File: src/rtl/fetch_queue.sv
// fetch_queue: instruction-fetch front end.
//
// This block generates the PC for each fetch. It keeps one request outstanding
// to the Icache or Memory Controller. Each returned instruction is stored in a
// DEPTH-entry FIFO together with its address and the branch-predictor bit, and
// the Decoder pops entries from that FIFO. Before the PC moves on, the returned
// word is predecoded: JAL, predicted-taken branches and (when C_EXT=1) C.J/C.JAL
// and C.BEQZ/C.BNEZ redirect the next fetch. A flush from the ROB clears the
// FIFO, retargets the PC and drops the response that was still in flight.
//
// Ports
//   clk, rst           clock, asynchronous active-high reset
//   rdy                global enable; low freezes every register
//   flush              redirect from ROB, target on rob_correct_pc
//   bp_pred            taken-prediction for the current fet_pc
//   icache_ready/inst  Icache response (wins over the memory path)
//   mem_inst_ready/inst Memory Controller response
//   dec_ready          Decoder takes the head entry this cycle
//   fet_icache_enable  request outstanding, fet_pc is its address
//   fq_valid/inst/inst_addr/jump_pred  FIFO head view
//   fq_count           occupied FIFO entries
module fetch_queue #(
  parameter int XLEN = 32,
  parameter int DEPTH = 4,
  parameter int C_EXT = 1,
  parameter logic [XLEN-1:0] RESET_PC = '0
) (
  input  logic                     clk,
  input  logic                     rst,
  input  logic                     rdy,
  input  logic                     flush,
  input  logic [XLEN-1:0]          rob_correct_pc,
  input  logic                     bp_pred,
  input  logic                     icache_ready,
  input  logic [XLEN-1:0]          icache_inst,
  input  logic                     mem_inst_ready,
  input  logic [XLEN-1:0]          mem_inst,
  input  logic                     dec_ready,
  output logic                     fet_icache_enable,
  output logic [XLEN-1:0]          fet_pc,
  output logic                     fq_valid,
  output logic [XLEN-1:0]          fq_inst,
  output logic [XLEN-1:0]          fq_inst_addr,
  output logic                     fq_jump_pred,
  output logic [$clog2(DEPTH):0]   fq_count
);

  localparam int PW = $clog2(DEPTH);
  localparam int CW = PW + 1;
  localparam logic [6:0] OP_JAL    = 7'b1101111;
  localparam logic [6:0] OP_BRANCH = 7'b1100011;

  typedef enum logic [1:0] {ISSUE, WAIT, DISCARD} state_t;

  state_t          state;
  logic [PW-1:0]   wr_ptr;
  logic [PW-1:0]   rd_ptr;
  logic [XLEN-1:0] inst_q [DEPTH];
  logic [XLEN-1:0] addr_q [DEPTH];
  logic            pred_q [DEPTH];

  logic            resp_v;
  logic [XLEN-1:0] resp_inst;
  logic            push;
  logic            pop;
  logic            space;
  logic [XLEN-1:0] pc_next;

  // Immediates, sign-extended to XLEN.
  function automatic logic signed [XLEN-1:0] imm_j(input logic [XLEN-1:0] i);
    return {{(XLEN-20){i[31]}}, i[19:12], i[20], i[30:21], 1'b0};
  endfunction

  function automatic logic signed [XLEN-1:0] imm_b(input logic [XLEN-1:0] i);
    return {{(XLEN-12){i[31]}}, i[7], i[30:25], i[11:8], 1'b0};
  endfunction

  function automatic logic signed [XLEN-1:0] imm_cj(input logic [XLEN-1:0] i);
    return {{(XLEN-11){i[12]}}, i[8], i[10:9], i[6], i[7], i[2], i[11], i[5:3], 1'b0};
  endfunction

  function automatic logic signed [XLEN-1:0] imm_cb(input logic [XLEN-1:0] i);
    return {{(XLEN-8){i[12]}}, i[6:5], i[2], i[11:10], i[4:3], 1'b0};
  endfunction

  // Predecode: the PC advance for the returned word. The sum wraps modulo 2^XLEN.
  // Compressed branches are always redirected. Only 32-bit branches are gated
  // by the predictor.
  function automatic logic [XLEN-1:0] calc_next_pc(input logic [XLEN-1:0] pc,
                                                   input logic [XLEN-1:0] inst,
                                                   input logic            pred);
    logic [XLEN-1:0] step;
    step = XLEN'(4);
    if (inst[1:0] == 2'b11) begin
      if (inst[6:0] == OP_JAL)
        step = $unsigned(imm_j(inst));
      else if (inst[6:0] == OP_BRANCH && pred)
        step = $unsigned(imm_b(inst));
    end else if (C_EXT != 0) begin
      if (inst[1:0] == 2'b01 && inst[14:13] == 2'b01)
        step = $unsigned(imm_cj(inst));
      else if (inst[1:0] == 2'b01 && inst[15:14] == 2'b11)
        step = $unsigned(imm_cb(inst));
      else
        step = XLEN'(2);
    end
    return pc + step;
  endfunction

  assign resp_v    = icache_ready | mem_inst_ready;
  assign resp_inst = icache_ready ? icache_inst : mem_inst;
  assign pc_next   = calc_next_pc(fet_pc, resp_inst, bp_pred);

  assign fq_valid  = (fq_count != '0);
  // A flush has priority, so it blocks push and pop in the same cycle.
  assign push      = rdy & ~flush & (state == WAIT) & resp_v;
  assign pop       = rdy & ~flush & fq_valid & dec_ready;
  // The slot is reserved when the request is issued. A pop in the same cycle
  // frees a slot, so a full FIFO can still issue.
  assign space     = (fq_count != CW'(DEPTH)) | pop;

  // Head view. It is zeroed while empty, so these outputs read 0 out of reset.
  assign fq_inst      = fq_valid ? inst_q[rd_ptr] : '0;
  assign fq_inst_addr = fq_valid ? addr_q[rd_ptr] : '0;
  assign fq_jump_pred = fq_valid & pred_q[rd_ptr];

  always_ff @(posedge clk or posedge rst) begin
    if (rst) begin
      state             <= ISSUE;
      fet_pc            <= RESET_PC;
      fet_icache_enable <= 1'b0;
      wr_ptr            <= '0;
      rd_ptr            <= '0;
      fq_count          <= '0;
    end else if (rdy) begin
      if (flush) begin
        fet_pc   <= rob_correct_pc;
        rd_ptr   <= wr_ptr;
        fq_count <= '0;
        // A request is still in flight and nothing came back this cycle.
        // Keep enable high and wait in DISCARD to swallow the stale reply.
        // DISCARD is included here so that a second flush cannot leave an
        // orphaned response behind.
        if (state != ISSUE && !resp_v) begin
          state             <= DISCARD;
          fet_icache_enable <= 1'b1;
        end else begin
          state             <= ISSUE;
          fet_icache_enable <= 1'b0;
        end
      end else begin
        if (push) wr_ptr <= wr_ptr + PW'(1);
        if (pop)  rd_ptr <= rd_ptr + PW'(1);
        if (push && !pop)
          fq_count <= fq_count + CW'(1);
        else if (pop && !push)
          fq_count <= fq_count - CW'(1);

        case (state)
          ISSUE: begin
            if (space) begin
              fet_icache_enable <= 1'b1;
              state             <= WAIT;
            end else begin
              fet_icache_enable <= 1'b0;
            end
          end
          WAIT: begin
            if (resp_v) begin
              fet_pc            <= pc_next;
              fet_icache_enable <= 1'b0;
              state             <= ISSUE;
            end
          end
          DISCARD: begin
            if (resp_v) begin
              fet_icache_enable <= 1'b0;
              state             <= ISSUE;
            end
          end
          default: begin
            fet_icache_enable <= 1'b0;
            state             <= ISSUE;
          end
        endcase
      end
    end
  end

  // FIFO storage
  always_ff @(posedge clk) begin
    if (push) begin
      inst_q[wr_ptr] <= resp_inst;
      addr_q[wr_ptr] <= fet_pc;
      pred_q[wr_ptr] <= bp_pred;
    end
  end

endmodule
File: config.mk
export PLATFORM = sky130hd
export DESIGN_NAME = fetch_queue
export DESIGN_NICKNAME = d
export VERILOG_FILES = /design/src/rtl/fetch_queue.sv
export SDC_FILE = /design/constraint.sdc
export NUM_CORES = 1
export LEC_CHECK = 0
export ABC_AREA = 1
export ABC_CLOCK_PERIOD_IN_PS = 5100
export CAP_MARGIN = 10
export CORE_ASPECT_RATIO = 2
export CORE_MARGIN = 8
export CORE_UTILIZATION = 50
export CTS_BUF_LIST = sky130_fd_sc_hd__clkbuf_2 sky130_fd_sc_hd__clkbuf_4 sky130_fd_sc_hd__clkbuf_8
export DETAILED_ROUTE_END_ITERATION = 16
export GPL_TIMING_DRIVEN = 0
export PLACE_DENSITY = 0.73
export SLEW_MARGIN = 20
export SYNTH_ARGS = -nofsm -noshare
export SYNTH_HDL_FRONTEND = slang
export SYNTH_SLANG_ARGS = --single-unit
File: constraint.sdc
create_clock -name clk -period 5.1 [get_ports clk]
set_clock_uncertainty 0.05 [all_clocks]
set_input_delay 0.51 -clock clk [delete_from_list [all_inputs] [get_ports clk]]
set_output_delay 0.51 -clock clk [all_outputs]
set_load 0.02 [all_outputs]
==> flow_metrics.py, run 1 <==
metrics = {
    "yosys": {
        "yosys.area.top_type": "edfxtp_1",
        "synth_flop_cell": "edfxtp_1",
        "ys_top_cells_by_area": "edfxtp_1 (53%), nor2_1 (9.1%), nand2_1 (7.3%)",
        "yosysMostFrequentCell": "nor2_1",
        "syn_inst": 1589,
        "synthDistinctLibCells": 45,
        "synth_common_cells": "nor2_1 (360), nand2_1 (287), edfxtp_1 (260), o21ai_0 (187), a21oi_1 (114)",
        "yosys_warnings": 0,
        "seq_area_frac_synth": 0.5980,
        "synth_top_family_by_area": "simple AND/OR/NAND/NOR gates",
        "syn_area_sq_mm": 0.01481,
        "synthSimpleGateAreaFrac": 0.1966,
        "synth_xor_area_frac": 0.008869,
        "synth_fa_ha_area_frac": 0.03311,
        "synth_fp_nets": 1731,
        "synth_area_per_cell_sq_um": 9.322,
        "synthMuxAreaShare": 0.0007602,
        "synth-compound-area-share": 0.1193,
        "synth_enable_flop_cells": 260,
        "yosys.area.top_type_share": 0.5271,
        "ys_ff_latch": 302,
        "synth-async-reset-ratio": 0.1391,
    },
    "sta": {
        "period_needed_ns": 4.738,
        "slew_viol_final": 0,
        "slew_headroom": 0.2323,
        "hold_violations": 0,
        "rsz0062_at_grt": "no",
        "max_freq_ghz": 0.2110,
        "setup_tns_ns": 0,
        "finalSetupViolations": 0,
        "worstMarginPinSlew_ns": 1.140,
        "min_period_over_period": 0.9291,
    },
    "clock_tree": {
        "htree_levels": 2,
        "cts_resized": 0,
        "clock_latency_ns": 0.57,
        "clk_pin_slew_ns": 0.07,
        "clock_sinks": 302,
        "cts_buffer_depth": 3,
        "ctsRootBufferMaster": "clkbuf_8",
        "cts_made_buffers": 41,
        "hold_buffers": 0,
        "cts_tree": "built",
        "post-cts-setup-buffers": 0,
    },
    "setup_path": {
        "cp.arrival_ns": 5.15,
        "crit_type": "in2reg",
        "start_kind": "primary input",
        "end_kind": "flop",
        "cp_max_fo": 10,
        "required_ns": 5.51,
    },
    "pwr": {
        "cellPowerDensity_mw_per_mm2": 487.9,
        "leakage_nw": 7.213,
        "peakVddDrop_mv": 0.3893,
        "totalPowerFinal_mw": 9.010,
    },
    "cells_and_area": {
        "drive_gt1_frac": 0.06007,
        "fillers": 2403,
        "post-route-util": 0.6305,
        "nets": 1990,
        "final_cell_count_no_fill": 2245,
        "final_area_sq_mm": 0.01847,
        "syn_to_final_growth_pct": 24.66,
        "antennaDiodeCount": 0,
    },
    "global_route": {
        "top_usage_layer": "met2",
        "grt_use_total": 0.2465,
        "met1_usage": 0.3173,
        "grt_pass1_vias": 11840,
        "grtUsageMet2": 0.4075,
        "grtUsageMet3": 0.03333,
        "grt_max_degree": 27,
        "grt_antenna_before_repair": 0,
        "grt_pass1_wl_um": 66860,
        "gr-total-overflow": 0,
    },
    "run_status": {
        "outcome": "finished clean",
    },
    "routing": {
        "vias_per_cell": 5.456,
        "ant_nets": 0,
        "initialDrtViolationCount": 1027,
        "firstDrtPassIters": 5,
        "drt-total-wl_um": 44070,
        "drc": 0,
        "vias": 12250,
        "wl_per_cell_um": 19.63,
    },
    "floorplanning": {
        "fp.coreArea_sq_mm": 0.02929,
        "die_h_um": 259.4,
        "ios": 206,
        "start_util": 0.5058,
        "die_area_sq_mm": 0.03572,
        "rows": 89,
        "die_x_um": 137.7,
    },
    "place": {
        "gp_congestion": 0.9321,
        "port_buffers": 205,
        "hpwlAfterDp_um": 32550,
        "dp_cells": 2169,
        "placedInstanceArea_sq_mm": 0.01761,
    },
    "run": {
        "max_cap_viol_count": 0,
    },
    "worst_hold_path": {
        "hp-class": "in2async",
    },
}
[metrics by stage]
stage / setup WS [ns] / hold WS [ns]
floorplan: 0.7094 / 0.4615
global placement: -2.254 / 0.5080
detailed placement: -0.07761 / 0.5078
CTS: 0.5066 / 0.1981
global route: 0.2223 / 0.2308
finish: 0.3617 / 0.2041
[layout make-up]
cell class                      count  area, sq um  area share
Buffer                             71        289.0     0.01565
Sequential cell                   302         8859      0.4797
Timing Repair Buffer              216         2302      0.1247
Clock buffer                       61        745.7     0.04038
Tap cell                          364        455.4     0.02466
Clock inverter                     15        113.9    0.006166
Inverter                           94        352.8     0.01911
Multi-Input combinational cell   1122         5348      0.2896
[routing by layer]
layer  part of all wire  vias up  routed length, um
met5                  0        -                  0
met4              0.040        0               1770
met3              0.072       90               3188
met2               0.48      495              21310
met1               0.40     5745              17800
li1                   -     5919                  -
[cell usage in the layout, fill, tap and decap left out, types with 4 or more instances in the layout]
cell type / n
buf_1: 19
buf_16: 4
nor2_1: 356
ha_1: 36
nand2_1: 287
o21bai_1: 7
o21a_1: 7
nand2_2: 5
xnor2_1: 4
edfxtp_1: 260
clkdlybuf4s50_1: 205
clkbuf_1: 46
clkinv_2: 4
nor3_1: 10
clkinv_1: 6
nand3_1: 49
inv_1: 89
o21ai_1: 4
dfrtp_1: 42
buf_12: 7
clkbuf_8: 46
nor2_4: 4
nand4_1: 5
a21oi_1: 114
o21ai_0: 187
xor2_1: 11
clkbuf_4: 15
inv_2: 5
[where the power goes]
| part | switching, mW | internal, mW |
|---|---|---|
| logic | 2.37 | 1.49 |
| clock network | 0.909 | 0.999 |
| registers | 0.274 | 2.97 |
| total | 3.55 | 5.46 |
[critical path, stage by stage]
cell and delay, ns:
clkdlybuf4s50_1 0.48, buf_4 0.24, clkbuf_1 0.28, o21ai_0 0.96
inv_1 0.13, a211oi_1 0.59, fa_1 0.33, nand2_1 0.07
nand3_1 0.09, and2_1 0.19, a21oi_1 0.11, o21ai_0 0.57
nand2_1 0.23, nand3_1 0.12, nand3_1 0.08, nand2_1 0.09
nand2_1 0.04
[registers in the layout, indices dropped and copies added, names as in the netlist]
signal / flops
fet_icache_enable: 1
state: 2
wr_ptr: 2
fq_count: 3
addr_q: 128
rd_ptr: 2
inst_q: 128
fet_pc: 32
pred_q: 4
[kinds of logic (layout without fill, tap and decap cells)]
kind of cell / after synthesis / in the layout
XOR/XNOR: 15 / 15
AND/OR/NAND/NOR: 731 / 731
multiplexers: 1 / 1
AO/OA/AOI/OAI: 337 / 337
flip-flops: 302 / 302
adder cells (fa/ha/maj): 38 / 38
buffers and inverters: 165 / 457
[final timing paths]
path,start,end,slack (ns),cells after the start
max,icache_ready,fet_pc[29],0.36,17
min,rst,fet_icache_enable,0.20,2
max in group asynchronous,rst,fet_pc[17],4.28,3
min reg2reg,fet_icache_enable,fet_icache_enable,0.52,2
max reg2reg,fet_pc[1],fet_pc[21],2.36,13
min in group clk,rob_correct_pc[1],fet_pc[1],0.48,3
Power figures use the tool's default switching activity.
==> inputs of run 2 (changes only) <==
- GPL_TIMING_DRIVEN: 0 -> default
==> flow_metrics.py, run 2 (synthesized netlist as in run 1, its figures left out) <==
metrics = {
    "cells_and_area": {
        "antennaDiodeCount": 0,
        "syn_to_final_growth_pct": 21.97,
        "largestRegisters": "addr_q (128), inst_q (128), fet_pc (32)",
        "mostFrequentLayoutCells": "nor2_1 (356), nand2_1 (287), edfxtp_1 (260)",
        "drive_gt1_frac": 0.06439,
        "nets": 1928,
        "layout_commonest_cell": "nor2_1",
    },
    "clock_tree": {
        "ctsRootBufferMaster": "clkbuf_8",
        "post-cts-setup-buffers": 0,
        "cts_tree": "built",
        "clock_latency_ns": 0.56,
        "htree_levels": 2,
        "clk_pin_slew_ns": 0.07,
        "cts_made_buffers": 41,
        "clock_sinks": 302,
        "cts_buffer_depth": 3,
        "cts_resized": 0,
        "hold_buffers": 0,
    },
    "pwr": {
        "leakage_nw": 7.097,
        "totalPowerFinal_mw": 8.836,
        "peakVddDrop_mv": 0.3493,
        "cellPowerDensity_mw_per_mm2": 489.0,
    },
    "setup_path": {
        "required_ns": 5.50,
        "reg2reg_depth": 13,
        "end_kind": "flop",
        "setup.worst_path.start": "icache_ready",
        "crit_type": "in2reg",
        "cp.arrival_ns": 4.65,
        "start_kind": "primary input",
        "rr_startpoint": "fet_pc[1]",
        "reg2reg_setup_slack_ns": 2.45,
        "cp_max_fo": 26,
        "r2r_end": "fet_pc[29]",
    },
    "global_route": {
        "grt_pass1_wl_um": 64290,
        "grt_pass1_vias": 11860,
        "grt_max_degree": 69,
        "grt_use_total": 0.2329,
        "grt_antenna_before_repair": 0,
        "gr-total-overflow": 0,
    },
    "floorplanning": {
        "die_x_um": 137.7,
        "die_h_um": 259.4,
        "die_area_sq_mm": 0.03572,
        "start_util": 0.5058,
        "rows": 89,
        "ios": 206,
        "fp.coreArea_sq_mm": 0.02929,
    },
    "routing": {
        "drc": 0,
        "vias": 12000,
        "wl_per_cell_um": 19.05,
        "firstDrtPassIters": 5,
        "vias_per_cell": 5.502,
        "initialDrtViolationCount": 932,
        "drt-total-wl_um": 41550,
        "ant_nets": 0,
    },
    "sta": {
        "slew_headroom": 0.4077,
        "finalSetupViolations": 0,
        "setup_tns_ns": 0,
        "rsz0062_at_grt": "no",
        "max_freq_ghz": 0.2353,
        "worstMarginPinSlew_ns": 0.8884,
        "slew_viol_final": 0,
        "hold_violations": 0,
        "min_period_over_period": 0.8333,
        "period_needed_ns": 4.250,
    },
    "place": {
        "port_buffers": 205,
        "hpwlAfterDp_um": 27990,
        "gp_congestion": 0.9945,
    },
    "run": {
        "max_cap_viol_count": 0,
    },
    "worst_hold_path": {
        "hp-class": "in2async",
    },
    "run_status": {
        "outcome": "finished clean",
    },
}
run 2: changes by cell type in the layout (fill, tap and decap cells not counted), moves of 2 or more:
cell	delta
buf_1	-19
buf_12	-5
buf_16	-4
buf_2	-3
buf_4	+17
buf_6	-2
clkbuf_1	-46
clkbuf_4	+2
clkbuf_8	-2
clkinv_4	-2
dfrtp_1	-2
run 2: how the worst max path moves through the flow:
stage | slack, ns | end | cells after the start
after detailed placement | 0.31 | fet_pc[29] | 24
final | 0.85 | fet_pc[29] | 24
after CTS | 0.89 | fet_pc[29] | 24
after global routing | 0.37 | fet_pc[29] | 25
after floorplan | 0.71 | addr_q[0][0] | 6
after global placement | 0.40 | fet_pc[29] | 24
run 2: cell type report:
type                       count  area, sq um
fill                        2467        11220
sequential                   302         8864
multi-input combinational   1122         5348
timing repair buffer         225         2227
clock buffer                  61        733.2
tap                          364        455.4
inverter                      94        352.8
clock inverter                13        87.58
run 2: worst max-delay path: stages:
cell	delay (ns)
clkdlybuf4s50_1	0.78
buf_4	0.39
nand2_1	0.09
nand2_1	0.08
nand2_1	0.06
nor2_2	0.13
nand2_2	0.18
inv_1	0.19
o21ai_0	0.11
nand2_1	0.09
o21ai_0	0.10
ha_1	0.23
fa_1	0.43
nand2_1	0.09
nand3_1	0.08
and2_1	0.18
a21oi_1	0.24
o21ai_0	0.24
nand2_1	0.15
nand2_1	0.06
nand2_1	0.05
nand3_1	0.06
nand2_1	0.08
nand2_1	0.05
run 2: per-layer routing:
| layer | part of all wire | track usage | vias up |
|---|---|---|---|
| met5 | 0 | 0 | - |
| met4 | 0.031 | 0.08466 | 0 |
| met3 | 0.077 | 0.03314 | 83 |
| met2 | 0.49 | 0.3980 | 473 |
| met1 | 0.40 | 0.2917 | 5668 |
| li1 | - | - | 5775 |
run 2: stage by stage:
stage	setup WS (ns)	cells	util	cell area (sq um)	hold slack [ns]
after floorplan	0.7094	1589	-	14810	0.4615
final	0.8501	2181	0.6169	18070	0.3706
after CTS	0.8918	2181	0.6169	18070	0.3609
after detailed placement	0.3111	2107	0.5889	17250	0.5108
after global placement	0.3958	2107	0.5889	17250	0.5031
after global routing	0.3710	2181	0.6169	18070	0.4202
run 2: where the power goes:
group	internal (mW)	total, mW	switching (mW)
sequential	2.98	3.27	0.297
combinational	1.45	3.71	2.26
clock	0.976	1.85	0.877
total	5.40	8.84	3.44
==> inputs of run 3 (changes only) <==
- ABC_CLOCK_PERIOD_IN_PS: 5100 -> 4200
- clock period: 5.1 -> 4.2 ns (I/O delays scaled with it)
==> flow_metrics.py, run 3 (synthesized netlist as in run 1, its figures left out) <==
metrics = {
    "routing": {
        "drc": 0,
        "firstDrtPassIters": 7,
        "vias": 11980,
        "initialDrtViolationCount": 1009,
        "drt-total-wl_um": 41780,
        "vias_per_cell": 5.432,
        "ant_nets": 0,
        "wl_per_cell_um": 18.94,
    },
    "global_route": {
        "grt_pass1_vias": 12040,
        "grt_antenna_before_repair": 0,
        "grt_use_total": 0.2378,
        "gr-total-overflow": 0,
        "grt_pass1_wl_um": 65790,
        "grt_max_degree": 96,
    },
    "setup_path": {
        "crit_top_cell": "nand2_1",
        "critPathSlowestCell": "clkdlybuf4s50_1",
        "crit_type": "in2reg",
        "critPathBufInv": 4,
        "cp.arrival_ns": 4.12,
        "end_kind": "flop",
        "cp_max_fo": 13,
        "cpPeakStageDelay_ns": 0.59,
        "cpLargestDelayFamily": "simple AND/OR/NAND/NOR gates",
        "required_ns": 4.59,
        "start_kind": "primary input",
    },
    "cells_and_area": {
        "nets": 1951,
        "drive_gt1_frac": 0.07496,
        "syn_to_final_growth_pct": 23.90,
        "largestRegisters": "addr_q (128), inst_q (128), fet_pc (32)",
        "layout_commonest_cell": "nor2_1",
        "fillers": 2450,
        "mostFrequentLayoutCells": "nor2_1 (356), nand2_1 (287), edfxtp_1 (260)",
    },
    "sta": {
        "slew_viol_final": 0,
        "slew_headroom": 0.3720,
        "setup_tns_ns": 0,
        "max_freq_ghz": 0.2685,
        "finalSetupViolations": 0,
        "period_needed_ns": 3.724,
        "worstMarginPinSlew_ns": 0.9409,
        "min_period_over_period": 0.8867,
        "rsz0062_at_grt": "no",
        "hold_violations": 0,
        "worst_slack_ns": 0.4757,
    },
    "pwr": {
        "leakage_nw": 7.243,
        "peakVddDrop_mv": 0.7716,
        "cellPowerDensity_mw_per_mm2": 593.0,
    },
    "place": {
        "dpl_worst_slack_ns": -0.05484,
        "gp_congestion": 0.9318,
        "hpwlAfterDp_um": 28340,
        "port_buffers": 205,
    },
    "clock_tree": {
        "clock_sinks": 302,
        "post-cts-setup-buffers": 0,
        "cts_resized": 0,
        "clock_latency_ns": 0.58,
        "htree_levels": 2,
        "cts_tree": "built",
        "hold_buffers": 0,
        "ctsRootBufferMaster": "clkbuf_8",
        "cts_buffer_depth": 3,
        "cts_made_buffers": 41,
        "clk_pin_slew_ns": 0.07,
    },
    "floorplanning": {
        "fp.coreArea_sq_mm": 0.02929,
        "die_h_um": 259.4,
        "rows": 89,
        "start_util": 0.5058,
        "die_x_um": 137.7,
        "die_area_sq_mm": 0.03572,
        "ios": 206,
    },
    "run_status": {
        "outcome": "finished clean",
    },
    "worst_hold_path": {
        "hp-class": "in2async",
    },
    "run": {
        "max_cap_viol_count": 0,
    },
}
run 3: changes by cell type in the layout (fill, tap and decap cells not counted), sizes merged:
cell      delta
clkinv       +6
clkbuf       -5
clkinvlp     +1
inv          -2
bufinv       +1
diode        +1
buf         +23
run 3: worst register-to-register path: cells and delay by family, from the launching register on:
family	cells	cell delay (ns)
adder cells (fa/ha/maj)	2	0.72
flip-flops	1	0.51
buffers and inverters	1	0.16
AND/OR/NAND/NOR	9	0.72
AO/OA/AOI/OAI	2	0.32
run 3: report_power, final:
part | total [mW] | switching, mW | internal [mW] | leakage [nW]
clock network | 2.32 | 1.09 | 1.23 | 0.450
logic | 4.61 | 2.78 | 1.83 | 3.95
registers | 3.96 | 0.347 | 3.61 | 2.85
total | 10.9 | 4.22 | 6.67 | 7.24
run 3: layout make-up:
type                       count  area [sq um]  share of cell area
antenna                        1         2.502           0.0001364
clock buffer                  56         708.2             0.03859
clock inverter                19         147.6            0.008045
inverter                      94         352.8             0.01923
multi-input combinational   1122          5348              0.2914
sequential                   302          8864              0.4830
tap                          364         455.4             0.02482
timing repair buffer         248          2475              0.1349
run 3: final timing paths:
path,from,end,slack (ns),cells past startpoint
setup / recovery,icache_ready,fet_pc[29],0.48,25
hold / removal,rst,fet_pc[23],0.33,2
setup reg to reg,fet_pc[1],fet_pc[29],1.60,14
hold reg to reg,fet_icache_enable,fet_icache_enable,0.51,2
max in group asynchronous,rst,fet_pc[6],2.89,3
min in group clk,rob_correct_pc[1],fet_pc[1],0.40,3
run 3: stage by stage:
stage	total power [mW]	area (sq um)	utilization	hold WS, ns	instances
2_1_floorplan	6.524	14810	-	0.4615	1589
3_3_place_gp	8.598	17490	0.5973	0.5054	2130
3_5_place_dp	8.638	17490	0.5973	0.5050	2130
4_1_cts	10.95	18350	0.6266	0.3452	2205
5_1_grt	11.52	18350	0.6266	0.3884	2205
6_report	10.88	18350	0.6267	0.3337	2206
run 3: layer usage:
layer | global-route usage | vias to the layer above | share of wire
met5 | 0 | - | 0
met4 | 0.07625 | 0 | 0.028
met3 | 0.05000 | 78 | 0.084
met2 | 0.3995 | 464 | 0.49
met1 | 0.2980 | 5606 | 0.40
li1 | - | 5834 | -
